`config.mk`:
```
export PLATFORM = sky130hd
export DESIGN_NAME = pc_gen_ras_flat
export DESIGN_NICKNAME = d
export VERILOG_FILES = /design/src/rtl/pc_gen_ras_if.sv /design/src/rtl/pc_gen_ras.sv /design/src/flat_wrapper.sv
export SDC_FILE = /design/constraint.sdc
export NUM_CORES = 1
export LEC_CHECK = 0
export CAP_MARGIN = 10
export CORE_MARGIN = 10
export CORE_UTILIZATION = 54
export DETAILED_ROUTE_END_ITERATION = 12
export PLACE_DENSITY = 0.93
export SLEW_MARGIN = 20
export SYNTH_ARGS = -nofsm -noshare
export SYNTH_HDL_FRONTEND = slang
export SYNTH_SLANG_ARGS = --single-unit
```
`constraint.sdc`:
```
create_clock -name clk -period 9.5 [get_ports clk]
set_input_delay 2.85 -clock clk [delete_from_list [all_inputs] [get_ports clk]]
set_output_delay 2.85 -clock clk [all_outputs]
set_load 0.01 [all_outputs]
```
`src/rtl/pc_gen_ras_if.sv`:
```
// Fetch-stage PC generator bus: decoder/pipeline controls in, PC and RAS state out.
// With NPC_RAS_PREDICT_EN defined the bus also carries ras_mispredict.
interface pc_gen_ras_if #(
    parameter int ADDR_W = 32
);
    logic              stall;
    logic              flush_valid;
    logic [ADDR_W-1:0] flush_pc;
    logic [1:0]        npc_op;
    logic              branch_taken;
    logic [15:0]       imm16;
    logic [25:0]       imm26;
    logic [ADDR_W-1:0] reg1_data;
    logic              is_call;
    logic              is_ret;
    logic [ADDR_W-1:0] pc;
    logic [ADDR_W-1:0] pc_plus4;
    logic [ADDR_W-1:0] link_addr;
    logic [ADDR_W-1:0] npc;
    logic [ADDR_W-1:0] ras_top;
    logic              ras_empty;
    logic              ras_full;
`ifdef NPC_RAS_PREDICT_EN
    logic              ras_mispredict;

    modport master (
        output stall, flush_valid, flush_pc, npc_op, branch_taken, imm16, imm26,
               reg1_data, is_call, is_ret,
        input  pc, pc_plus4, link_addr, npc, ras_top, ras_empty, ras_full, ras_mispredict
    );
    modport slave (
        input  stall, flush_valid, flush_pc, npc_op, branch_taken, imm16, imm26,
               reg1_data, is_call, is_ret,
        output pc, pc_plus4, link_addr, npc, ras_top, ras_empty, ras_full, ras_mispredict
    );
`else
    modport master (
        output stall, flush_valid, flush_pc, npc_op, branch_taken, imm16, imm26,
               reg1_data, is_call, is_ret,
        input  pc, pc_plus4, link_addr, npc, ras_top, ras_empty, ras_full
    );
    modport slave (
        input  stall, flush_valid, flush_pc, npc_op, branch_taken, imm16, imm26,
               reg1_data, is_call, is_ret,
        output pc, pc_plus4, link_addr, npc, ras_top, ras_empty, ras_full
    );
`endif
endinterface

```
`src/rtl/pc_gen_ras.sv`:
```
// Fetch-stage next-PC generator with a circular return-address stack.
// Define NPC_RAS_PREDICT_EN to predict returns from the RAS and flag mispredicts.
module pc_gen_ras #(
    parameter int          ADDR_W    = 32,
    parameter int          RAS_DEPTH = 4,
    parameter logic [31:0] RESET_PC  = 32'h0000_3000
) (
    input  logic         clk,
    input  logic         rst,
    pc_gen_ras_if.slave  bus
);
    localparam int PTR_W = (RAS_DEPTH > 1) ? $clog2(RAS_DEPTH) : 1;
    localparam int CNT_W = PTR_W + 1;

    typedef enum logic [1:0] {
        OP_SEQ    = 2'b00,
        OP_BRANCH = 2'b01,
        OP_JUMP   = 2'b10,
        OP_REG    = 2'b11
    } npc_op_e;

    logic [ADDR_W-1:0] pc_reg;
    logic [ADDR_W-1:0] pc_next;
    logic [ADDR_W-1:0] pc_plus4;
    logic [ADDR_W-1:0] npc;
    logic [ADDR_W-1:0] branch_off;
    logic [ADDR_W-1:0] ras_top;
    logic [ADDR_W-1:0] ras_mem [RAS_DEPTH];
    logic [PTR_W-1:0]  ptr_reg;
    logic [PTR_W-1:0]  ptr_next;
    logic [CNT_W-1:0]  cnt_reg;
    logic [CNT_W-1:0]  cnt_next;
    logic              wr_en;
    logic [PTR_W-1:0]  wr_idx;
    logic              advance;
    logic              do_pop;
    logic              do_push;
    logic              ras_has;

    assign pc_plus4   = pc_reg + ADDR_W'(4);
    assign branch_off = {{(ADDR_W-18){bus.imm16[15]}}, bus.imm16, 2'b00};
    assign ras_has    = (cnt_reg != '0);
    assign ras_top    = ras_has ? ras_mem[ptr_reg] : '0;
    assign advance    = !bus.stall && !bus.flush_valid;
    assign do_pop     = bus.is_ret && (npc_op_e'(bus.npc_op) == OP_REG) && ras_has;
    assign do_push    = bus.is_call;

    always_comb begin
        npc = pc_plus4;
        case (npc_op_e'(bus.npc_op))
            OP_SEQ:    npc = pc_plus4;
            OP_BRANCH: npc = bus.branch_taken ? (pc_plus4 + branch_off) : pc_plus4;
            OP_JUMP:   npc = {pc_plus4[ADDR_W-1:28], bus.imm26, 2'b00};
            OP_REG:    npc = bus.reg1_data;
            default:   npc = pc_plus4;
        endcase
`ifdef NPC_RAS_PREDICT_EN
        if (do_pop) begin
            npc = ras_top;
        end
`endif
    end

    // Flush wins over stall; neither lets the RAS move.
    always_comb begin
        pc_next = npc;
        if (bus.flush_valid) begin
            pc_next = bus.flush_pc;
        end else if (bus.stall) begin
            pc_next = pc_reg;
        end
    end

    // jalr $ra (push+pop) rewrites the top in place; a plain push on a full
    // stack lands on the oldest entry because the pointer simply wraps.
    always_comb begin
        ptr_next = ptr_reg;
        cnt_next = cnt_reg;
        wr_en    = 1'b0;
        wr_idx   = ptr_reg;
        if (advance) begin
            if (do_push && do_pop) begin
                wr_en = 1'b1;
            end else if (do_push) begin
                wr_en    = 1'b1;
                wr_idx   = ptr_reg + PTR_W'(1);
                ptr_next = ptr_reg + PTR_W'(1);
                if (cnt_reg != CNT_W'(RAS_DEPTH)) begin
                    cnt_next = cnt_reg + CNT_W'(1);
                end
            end else if (do_pop) begin
                ptr_next = ptr_reg - PTR_W'(1);
                cnt_next = cnt_reg - CNT_W'(1);
            end
        end
    end

    always_ff @(posedge clk or posedge rst) begin
        if (rst) begin
            pc_reg  <= ADDR_W'(RESET_PC);
            ptr_reg <= '0;
            cnt_reg <= '0;
            for (int i = 0; i < RAS_DEPTH; i++) begin
                ras_mem[i] <= '0;
            end
        end else begin
            pc_reg  <= pc_next;
            ptr_reg <= ptr_next;
            cnt_reg <= cnt_next;
            if (wr_en) begin
                ras_mem[wr_idx] <= pc_plus4;
            end
        end
    end

`ifdef NPC_RAS_PREDICT_EN
    logic mispredict_reg;

    always_ff @(posedge clk or posedge rst) begin
        if (rst) begin
            mispredict_reg <= 1'b0;
        end else begin
            mispredict_reg <= advance && do_pop && (ras_top != bus.reg1_data);
        end
    end

    assign bus.ras_mispredict = mispredict_reg;
`endif

    assign bus.pc        = pc_reg;
    assign bus.pc_plus4  = pc_plus4;
    assign bus.link_addr = pc_plus4;
    assign bus.npc       = npc;
    assign bus.ras_top   = ras_top;
    assign bus.ras_empty = !ras_has;
    assign bus.ras_full  = (cnt_reg == CNT_W'(RAS_DEPTH));
endmodule

```
`src/flat_wrapper.sv`:
```
// flat-port wrapper written by rule: the top's interface ports become plain ports
module pc_gen_ras_flat 
#(
    parameter int          ADDR_W    = 32,
    parameter int          RAS_DEPTH = 4,
    parameter logic [31:0] RESET_PC  = 32'h0000_3000
)
  (clk, rst, bus_stall, bus_flush_valid, bus_flush_pc, bus_npc_op, bus_branch_taken, bus_imm16, bus_imm26, bus_reg1_data, bus_is_call, bus_is_ret, bus_pc, bus_pc_plus4, bus_link_addr, bus_npc, bus_ras_top, bus_ras_empty, bus_ras_full);
  pc_gen_ras_if #(.ADDR_W(ADDR_W)) bus_i ();
  input  logic clk;
  input  logic rst;
  input wire logic [$bits(bus_i.stall)-1:0] bus_stall;
  input wire logic [$bits(bus_i.flush_valid)-1:0] bus_flush_valid;
  input wire logic [$bits(bus_i.flush_pc)-1:0] bus_flush_pc;
  input wire logic [$bits(bus_i.npc_op)-1:0] bus_npc_op;
  input wire logic [$bits(bus_i.branch_taken)-1:0] bus_branch_taken;
  input wire logic [$bits(bus_i.imm16)-1:0] bus_imm16;
  input wire logic [$bits(bus_i.imm26)-1:0] bus_imm26;
  input wire logic [$bits(bus_i.reg1_data)-1:0] bus_reg1_data;
  input wire logic [$bits(bus_i.is_call)-1:0] bus_is_call;
  input wire logic [$bits(bus_i.is_ret)-1:0] bus_is_ret;
  output wire logic [$bits(bus_i.pc)-1:0] bus_pc;
  output wire logic [$bits(bus_i.pc_plus4)-1:0] bus_pc_plus4;
  output wire logic [$bits(bus_i.link_addr)-1:0] bus_link_addr;
  output wire logic [$bits(bus_i.npc)-1:0] bus_npc;
  output wire logic [$bits(bus_i.ras_top)-1:0] bus_ras_top;
  output wire logic [$bits(bus_i.ras_empty)-1:0] bus_ras_empty;
  output wire logic [$bits(bus_i.ras_full)-1:0] bus_ras_full;
  assign bus_i.stall = bus_stall;
  assign bus_i.flush_valid = bus_flush_valid;
  assign bus_i.flush_pc = bus_flush_pc;
  assign bus_i.npc_op = bus_npc_op;
  assign bus_i.branch_taken = bus_branch_taken;
  assign bus_i.imm16 = bus_imm16;
  assign bus_i.imm26 = bus_imm26;
  assign bus_i.reg1_data = bus_reg1_data;
  assign bus_i.is_call = bus_is_call;
  assign bus_i.is_ret = bus_is_ret;
  assign bus_pc = bus_i.pc;
  assign bus_pc_plus4 = bus_i.pc_plus4;
  assign bus_link_addr = bus_i.link_addr;
  assign bus_npc = bus_i.npc;
  assign bus_ras_top = bus_i.ras_top;
  assign bus_ras_empty = bus_i.ras_empty;
  assign bus_ras_full = bus_i.ras_full;
  pc_gen_ras #(.ADDR_W(ADDR_W), .RAS_DEPTH(RAS_DEPTH), .RESET_PC(RESET_PC)) u_core (.clk(clk), .rst(rst), .bus(bus_i));
endmodule
```
==> run summary, run 1 <==
Number of synthesized flops with an enable pin - 0
Final Hold Fails - 0
Compound-Gate Fraction of Synth Area - 18.1%
Worst Max-Slew Pin Slew - 0.983 ns
I/O Buffers - 276
H-tree levels - 4
Syn avg cell area - 8.99 sq um
GPL Wtd Cong - 1.00
Area of the multi-input gates - 0.00599 sq mm
Grt ovf - 0
Simple-Gate Fraction of Synth Area - 16.5%
Switching share of total power - 37.4%
Max-cap viol count - 0
Combinational Power Share - 46.9%
Total GRT Usage - 29.8%
Final setup violation count - 0
Sequential share of power - 32.7%
Synth cell types - 75
Final Power - 3.69 mW
Highest Signal Layer - met4
Vias in the first global route - 10900
Hpwl dp - 28800 um
Worst-case clock skew - 0.0155 ns
Slowest cell on the critical path - clkdlybuf4s50_1
Root Driver - clkbuf_16
Full die area - 0.0261 sq mm
Vias per inst - 6.17
Clk sinks - 165
Peak Freq - 107 MHz
Main combinational cell family by area after synthesis - compound AO/OA/AOI/OAI gates
Final non-filler cell total - 1699
Share of cells above drive strength 1 - 9.36%
Fraction of registers with async set/reset - 100%
Crit Path Max Fanout - 13
Worst path max stage delay - 0.76 ns
VDD IR-drop max - 0.000183 V
Max Buffers Root-to-Sink - 2
P_leak - 6.17 nW
Final WS setup - 0.183 ns
Row Count - 51
Drt initial violations - 1123
Post-synthesis instance area - 0.0108 sq mm
Num CTS Buffers - 17
Number of flip-flops in the largest register - 128
CP arrival - 6.47 ns
Relative slew slack - 34.4%
P_sw - 1.38 mW
Post-Synth XOR/XNOR Area - 4.66%
Largest net degree at the start of global routing - 94
Max-slew violation count - 0
Critical Path, Cell by Cell - clkdlybuf4s50_1, ha_1, nand2_1, o21a_1, o221a_2, o21ba_2, o21ai_0, or3_1, and3_1, mux2i_1, nand2_1, clkdlybuf4s50_1
Wirelength per Cell - 23.4 um
Cell Int Power - 2.31 mW
Min Tclk post-route - 9.32 ns
Syn nets - 1360
Die W - 162 um
Post-synth top area share - 37.6%
#FFs+latches synth - 165
Setup crit end kind - primary output
Cells after Synth - 1205
Synth top area cells - dfrtp_1, mux4_2, o21ai_0
CTS tree - built
First-pass GRT wire length - 61800 um
Sequential area share after synthesis - 38.1%
Adder and majority cell fraction of the synthesized area - 4.76%
Worst-skew pair later-pin latency - 0.44 ns
Die Y - 162 um
# DRC - 0
Routed wl met2 - 19400 um
First-pass DRT Iterations - 7
PwrDens - 260 mW/mm^2
Ys Warns - 0
FF-to-FF setup slack - 4.47 ns
Top FF cell, synth - dfrtp_1
Core area - 0.0196 sq mm
Clock Power Share - 20.4%
Unrepaired setup endpoints after global routing - false
Met1 Wirelength - 15000 um
Antenna viol nets, final - 0
Setup TNS Final - 0 ns
Register area - 0.00413 sq mm
Synth area leader - dfrtp_1
Nets - 1573
Setup WS pre-CTS - 0.193 ns
HP Class - reg2reg
Layout area overhead - 30.8%
Status - complete, no violations
Post-Route WL - 39800 um
WS Path Type - in2out
Post-CTS Setup Repair Bufs - 0
Post-synthesis mux area share - 10.9%
Initial core utilization - 55.3%
Worst Path Required - 6.65 ns
Fillers - 1402
Dpl cells - 1664
Setup crit start kind - input pin
Initial antenna violation count - 3
Vias - 10500
Clock slew at reported path FFs - 0.07 ns
Fin crit share - 98.1%
Met3 wire length - 4220 um
# IOs - 277
path summary, 6_finish.rpt:
kind / to / cells after the start / from
max: bus_npc[31] / 12 / bus_imm16[15]
min: u_core.ras_mem[124] / 2 / u_core.ras_mem[124]
max reg2reg: u_core.bus.pc[31] / 16 / u_core.bus.pc[2]
min reg2reg: u_core.ras_mem[124] / 2 / u_core.ras_mem[124]
max in group asynchronous: u_core.ras_mem[87] / 3 / rst
min in group asynchronous: u_core.ras_mem[101] / 2 / rst
logic make-up (layout without fill, tap and decap cells):
group	after synthesis	after routing
flops	165	165
simple gates	390	390
other cells	0	3
xor+xnor	56	56
fa+ha+maj	40	40
compound gates	326	326
mux	77	77
buf+inv	151	377
metrics by stage:
stage | cell area [sq um] | util (%) | hold WS, ns
global placement | 13500 | 69.1 | 0.456
finish | 14200 | 72.4 | 0.481
floorplan | 10800 | - | 0.445
CTS | 14200 | 72.3 | 0.487
detailed placement | 13500 | 69.1 | 0.467
global route | 14200 | 72.4 | 0.503
metal layers:
metal	GRT usage, %	vias to the layer above
li1	-	4616
met4	11.4	0
met1	35.7	5067
met3	8.54	94
met2	49.7	705
met5	0	-
final cells by class:
type | count | area share [%]
Clock buffer | 19 | 3.12
Tap cell | 265 | 2.34
Multi-Input combinational cell | 889 | 42.3
Sequential cell | 165 | 29.2
Antenna cell | 3 | 0.0530
Clock inverter | 13 | 1.30
Timing Repair Buffer | 296 | 20.4
Inverter | 49 | 1.33
synth_stat cells (all sizes together), types with 18 or more instances:
master,number
xnor2,35
mux4,32
xor2,21
nor2b,36
a21oi,88
inv,49
buf,43
clkbuf,58
nand3,18
ha,38
mux2i,36
o21ai,149
dfrtp,163
nand2,182
nor2,81
power by group through the flow:
stage	Sequential (mW)	Clock (mW)	Combinational, mW
after CTS	1.20	0.752	1.73
after floorplan	1.12	0	1.03
after global placement	1.16	0	1.65
final	1.20	0.752	1.73
after detailed placement	1.19	0	1.70
after global routing	1.23	0.779	1.87
timing repair:
item,4_1_cts,5_1_grt
endpoints found under the setup margin,0,2
gates resized for setup,0,2
hold buffers,0,0
worst max-delay path, delay by kind of cell:
kind / cells / cell delay [ns]
buf+inv: 2 / 1.25
compound gates: 4 / 0.93
fa+ha+maj: 1 / 0.59
mux: 1 / 0.24
simple gates: 4 / 0.59
placed cells by master (no fill, tap or decap), drive strengths merged, types with 5 or more instances in the layout:
| cell | instances |
|---|---|
| a211oi | 15 |
| a21o | 13 |
| a21oi | 88 |
| a31oi | 5 |
| and3 | 17 |
| buf | 23 |
| clkbuf | 19 |
| clkdlybuf4s50 | 273 |
| dfrtp | 163 |
| ha | 38 |
| inv | 56 |
| mux2 | 9 |
| mux2i | 36 |
| mux4 | 32 |
| nand2 | 182 |
| nand2b | 11 |
| nand3 | 18 |
| nand4 | 12 |
| nor2 | 81 |
| nor2b | 36 |
| nor3 | 8 |
| o21a | 7 |
| o21ai | 149 |
| o31ai | 11 |
| xnor2 | 35 |
| xor2 | 21 |
Power figures use the tool's default switching activity.
==> run 2: changes to the inputs <==
- CAP_MARGIN: 10 -> 20
- CELL_PAD_IN_SITES_DETAIL_PLACEMENT: unset -> 0
- CELL_PAD_IN_SITES_GLOBAL_PLACEMENT: unset -> 1
- CORE_UTILIZATION: 54 -> 40
==> run summary, run 2 (synthesis gave the netlist of run 1 again) <==
Status - complete, no violations (unchanged)
Worst-skew pair later-pin latency - 0.42 ns (was 0.44 ns)
# IOs - 277 (unchanged)
Antenna viol nets, final - 0 (unchanged)
Most used cell along the critical path - clkdlybuf4s50_1
Hpwl dp - 28800 um (about the same)
Relative slew slack - 34.9% (was 34.4%)
I/O Buffers - 276 (unchanged)
Grt ovf - 0 (unchanged)
Most common cell after layout, fill and taps aside - clkdlybuf4s50_1 (unchanged)
WS Path Type - in2out (unchanged)
Post-Route WL - 37300 um (was 39800 um)
Worst Path Required - 6.65 ns (about the same)
Clk sinks - 165 (unchanged)
Setup TNS Final - 0 ns (unchanged)
PwrDens - 253 mW/mm^2 (was 260 mW/mm^2)
Min Tclk post-route - 9.28 ns (was 9.32 ns)
Max-cap viol count - 0 (unchanged)
Root Driver - clkbuf_16 (unchanged)
Endpoint, Worst Hold - u_core.ras_mem[19] (was u_core.ras_mem[124])
Hold Path Depth - 2 (unchanged)
VDD IR-drop max - 0.000116 V (was 0.000183 V)
Setup crit start kind - input pin (unchanged)
Slowest cell on the critical path - clkdlybuf4s50_1 (unchanged)
Die W - 185 um (was 162 um)
Share of cells above drive strength 1 - 9.30% (was 9.36%)
Crit-path leading delay family - compound AO/OA/AOI/OAI gates (was buffers and inverters)
Worst path max stage delay - 0.55 ns (was 0.76 ns)
Core area - 0.0268 sq mm (was 0.0196 sq mm)
Drt initial violations - 871 (was 1123)
CP arrival - 6.43 ns (was 6.47 ns)
Total GRT Usage - 21.6% (was 29.8%)
Number of flip-flops in the largest register - 128 (unchanged)
Max-slew violation count - 0 (unchanged)
Clock slew at reported path FFs - 0.06 ns (was 0.07 ns)
Sum of buffers and inverters on the critical path - 3 (was 2)
Worst Max-Slew Pin Slew - 0.951 ns (was 0.983 ns)
Worst reg2reg startpoint - u_core.bus.pc[2] (unchanged)
P_leak - 6.18 nW (was 6.17 nW)
Worst-case clock skew - 0.0111 ns (was 0.0155 ns)
Crit Path Max Fanout - 3 (was 13)
GPL Wtd Cong - 0.954 (was 1.00)
# DRC - 0 (unchanged)
Fin crit share - 97.6% (was 98.1%)
H-tree levels - 4 (unchanged)
Unrepaired setup endpoints after global routing - false (unchanged)
Vias - 9847 (was 10500)
First-pass DRT Iterations - 5 (was 7)
Initial antenna violation count - 1 (was 3)
Commonest non-fill, non-tap cells in the layout - clkdlybuf4s50_1, nand2_1, dfrtp_1 (unchanged)
Largest net degree at the start of global routing - 87 (was 94)
Die Y - 185 um (was 162 um)
Num CTS Buffers - 17 (unchanged)
FF-to-FF setup slack - 4.64 ns (was 4.47 ns)
Worst r2r dst - u_core.bus.pc[31] (unchanged)
Peak Freq - 108 MHz (was 107 MHz)
Setup crit end kind - primary output (unchanged)
Vias per inst - 5.56 (was 6.17)
Critical Path, Cell by Cell - clkdlybuf4s50_1, ha_1, inv_1, fa_1, nor2b_1, o2111ai_1, a21oi_2, nor3_1, o31ai_1, a21oi_1, xnor2_1, and3_1, nor2_1, clkdlybuf4s50_1 (was clkdlybuf4s50_1, ha_1, nand2_1, o21a_1, o221a_2, o21ba_2, o21ai_0, or3_1, and3_1, mux2i_1, nand2_1, clkdlybuf4s50_1)
Max Buffers Root-to-Sink - 2 (unchanged)
Worst-case reg-to-reg path depth - 16 (unchanged)
Wirelength per Cell - 21.0 um (was 23.4 um)
Layout area overhead - 31.7% (was 30.8%)
HP Class - reg2reg (unchanged)
CTS tree - built (unchanged)
Row Count - 60 (was 51)
Final Hold Fails - 0 (unchanged)
Final setup violation count - 0 (unchanged)
Full die area - 0.0341 sq mm (was 0.0261 sq mm)
Nets - 1573 (unchanged)
Vias in the first global route - 9841 (was 10900)
Initial core utilization - 40.4% (was 55.3%)
HP Start - u_core.ras_mem[19] (was u_core.ras_mem[124])
First-pass GRT wire length - 57400 um (was 61800 um)
Final Power - 3.62 mW (was 3.69 mW)
Cts hold-fix bufs - 0 (unchanged)
run 2: cell types whose count changed in the layout (fill, tap and decap cells not counted):
| cell | delta |
|---|---|
| clkbuf_8 | -1 |
| clkbuf_1 | -1 |
| o31ai_1 | +1 |
| clkinvlp_4 | -1 |
| buf_4 | -1 |
| inv_8 | -2 |
| buf_6 | +1 |
| o31ai_2 | -1 |
| inv_6 | +3 |
| bufinv_16 | +1 |
| diode_2 | -2 |
run 2: worst max path at each step:
| stage | cells after the start | to | start |
|---|---|---|---|
| floorplan | 11 | bus_npc[30] | bus_imm16[0] |
| global placement | 14 | bus_npc[24] | bus_imm16[0] |
| detailed placement | 14 | bus_npc[24] | bus_imm16[0] |
| CTS | 14 | bus_npc[24] | bus_imm16[0] |
| global route | 11 | bus_npc[30] | bus_imm16[15] |
| finish | 14 | bus_npc[24] | bus_imm16[0] |
run 2: power by group:
| group | leakage, nW | switching [mW] | internal, mW |
|---|---|---|---|
| Combinational | 3.84 | 0.796 | 0.891 |
| Sequential | 2.03 | 0.195 | 0.986 |
| Clock | 0.312 | 0.301 | 0.448 |
run 2: worst min-delay path: cells and delay by family, from the launching register on:
family             cells  cell delay (ns)
DFF                    1             0.34
AOI/OAI and AO/OA      1             0.06
and+or+nand+nor        1             0.05
run 2: cell type report:
cell class | count | area (sq um)
fill | 2436 | 12500
multi-input combinational | 889 | 5990
sequential | 165 | 4130
timing repair buffer | 296 | 2900
tap | 341 | 427
clock buffer | 17 | 425
clock inverter | 14 | 210
inverter | 49 | 189
antenna | 1 | 2.50
run 2: per-stage QoR:
stage | cells | cell area, sq um | setup slack [ns] | hold slack [ns] | utilization (%)
final | 1772 | 14300 | 0.223 | 0.479 | 53.3
after global placement | 1740 | 13600 | 0.185 | 0.456 | 50.8
after global routing | 1772 | 14300 | 0.0762 | 0.497 | 53.3
after detailed placement | 1740 | 13600 | 0.158 | 0.465 | 50.8
after floorplan | 1205 | 10800 | 1.57 | 0.445 | -
after CTS | 1771 | 14300 | 0.155 | 0.478 | 53.2
run 2: routing by layer:
layer	vias to the layer above	part of all wire (%)	wire (um)	global-route usage, %
met5	-	0	0	0
li1	4624	-	-	-
met1	4815	43	16000	28.0
met3	28	7.5	2810	4.78
met4	0	1.6	604	5.21
met2	380	48	17900	35.8
run 2: what timing repair did:
item,4_1_cts,5_1_grt
setup endpoints to repair,0,1
hold endpoints to repair,0,0
buffers inserted,0,0
gates resized for setup,0,1
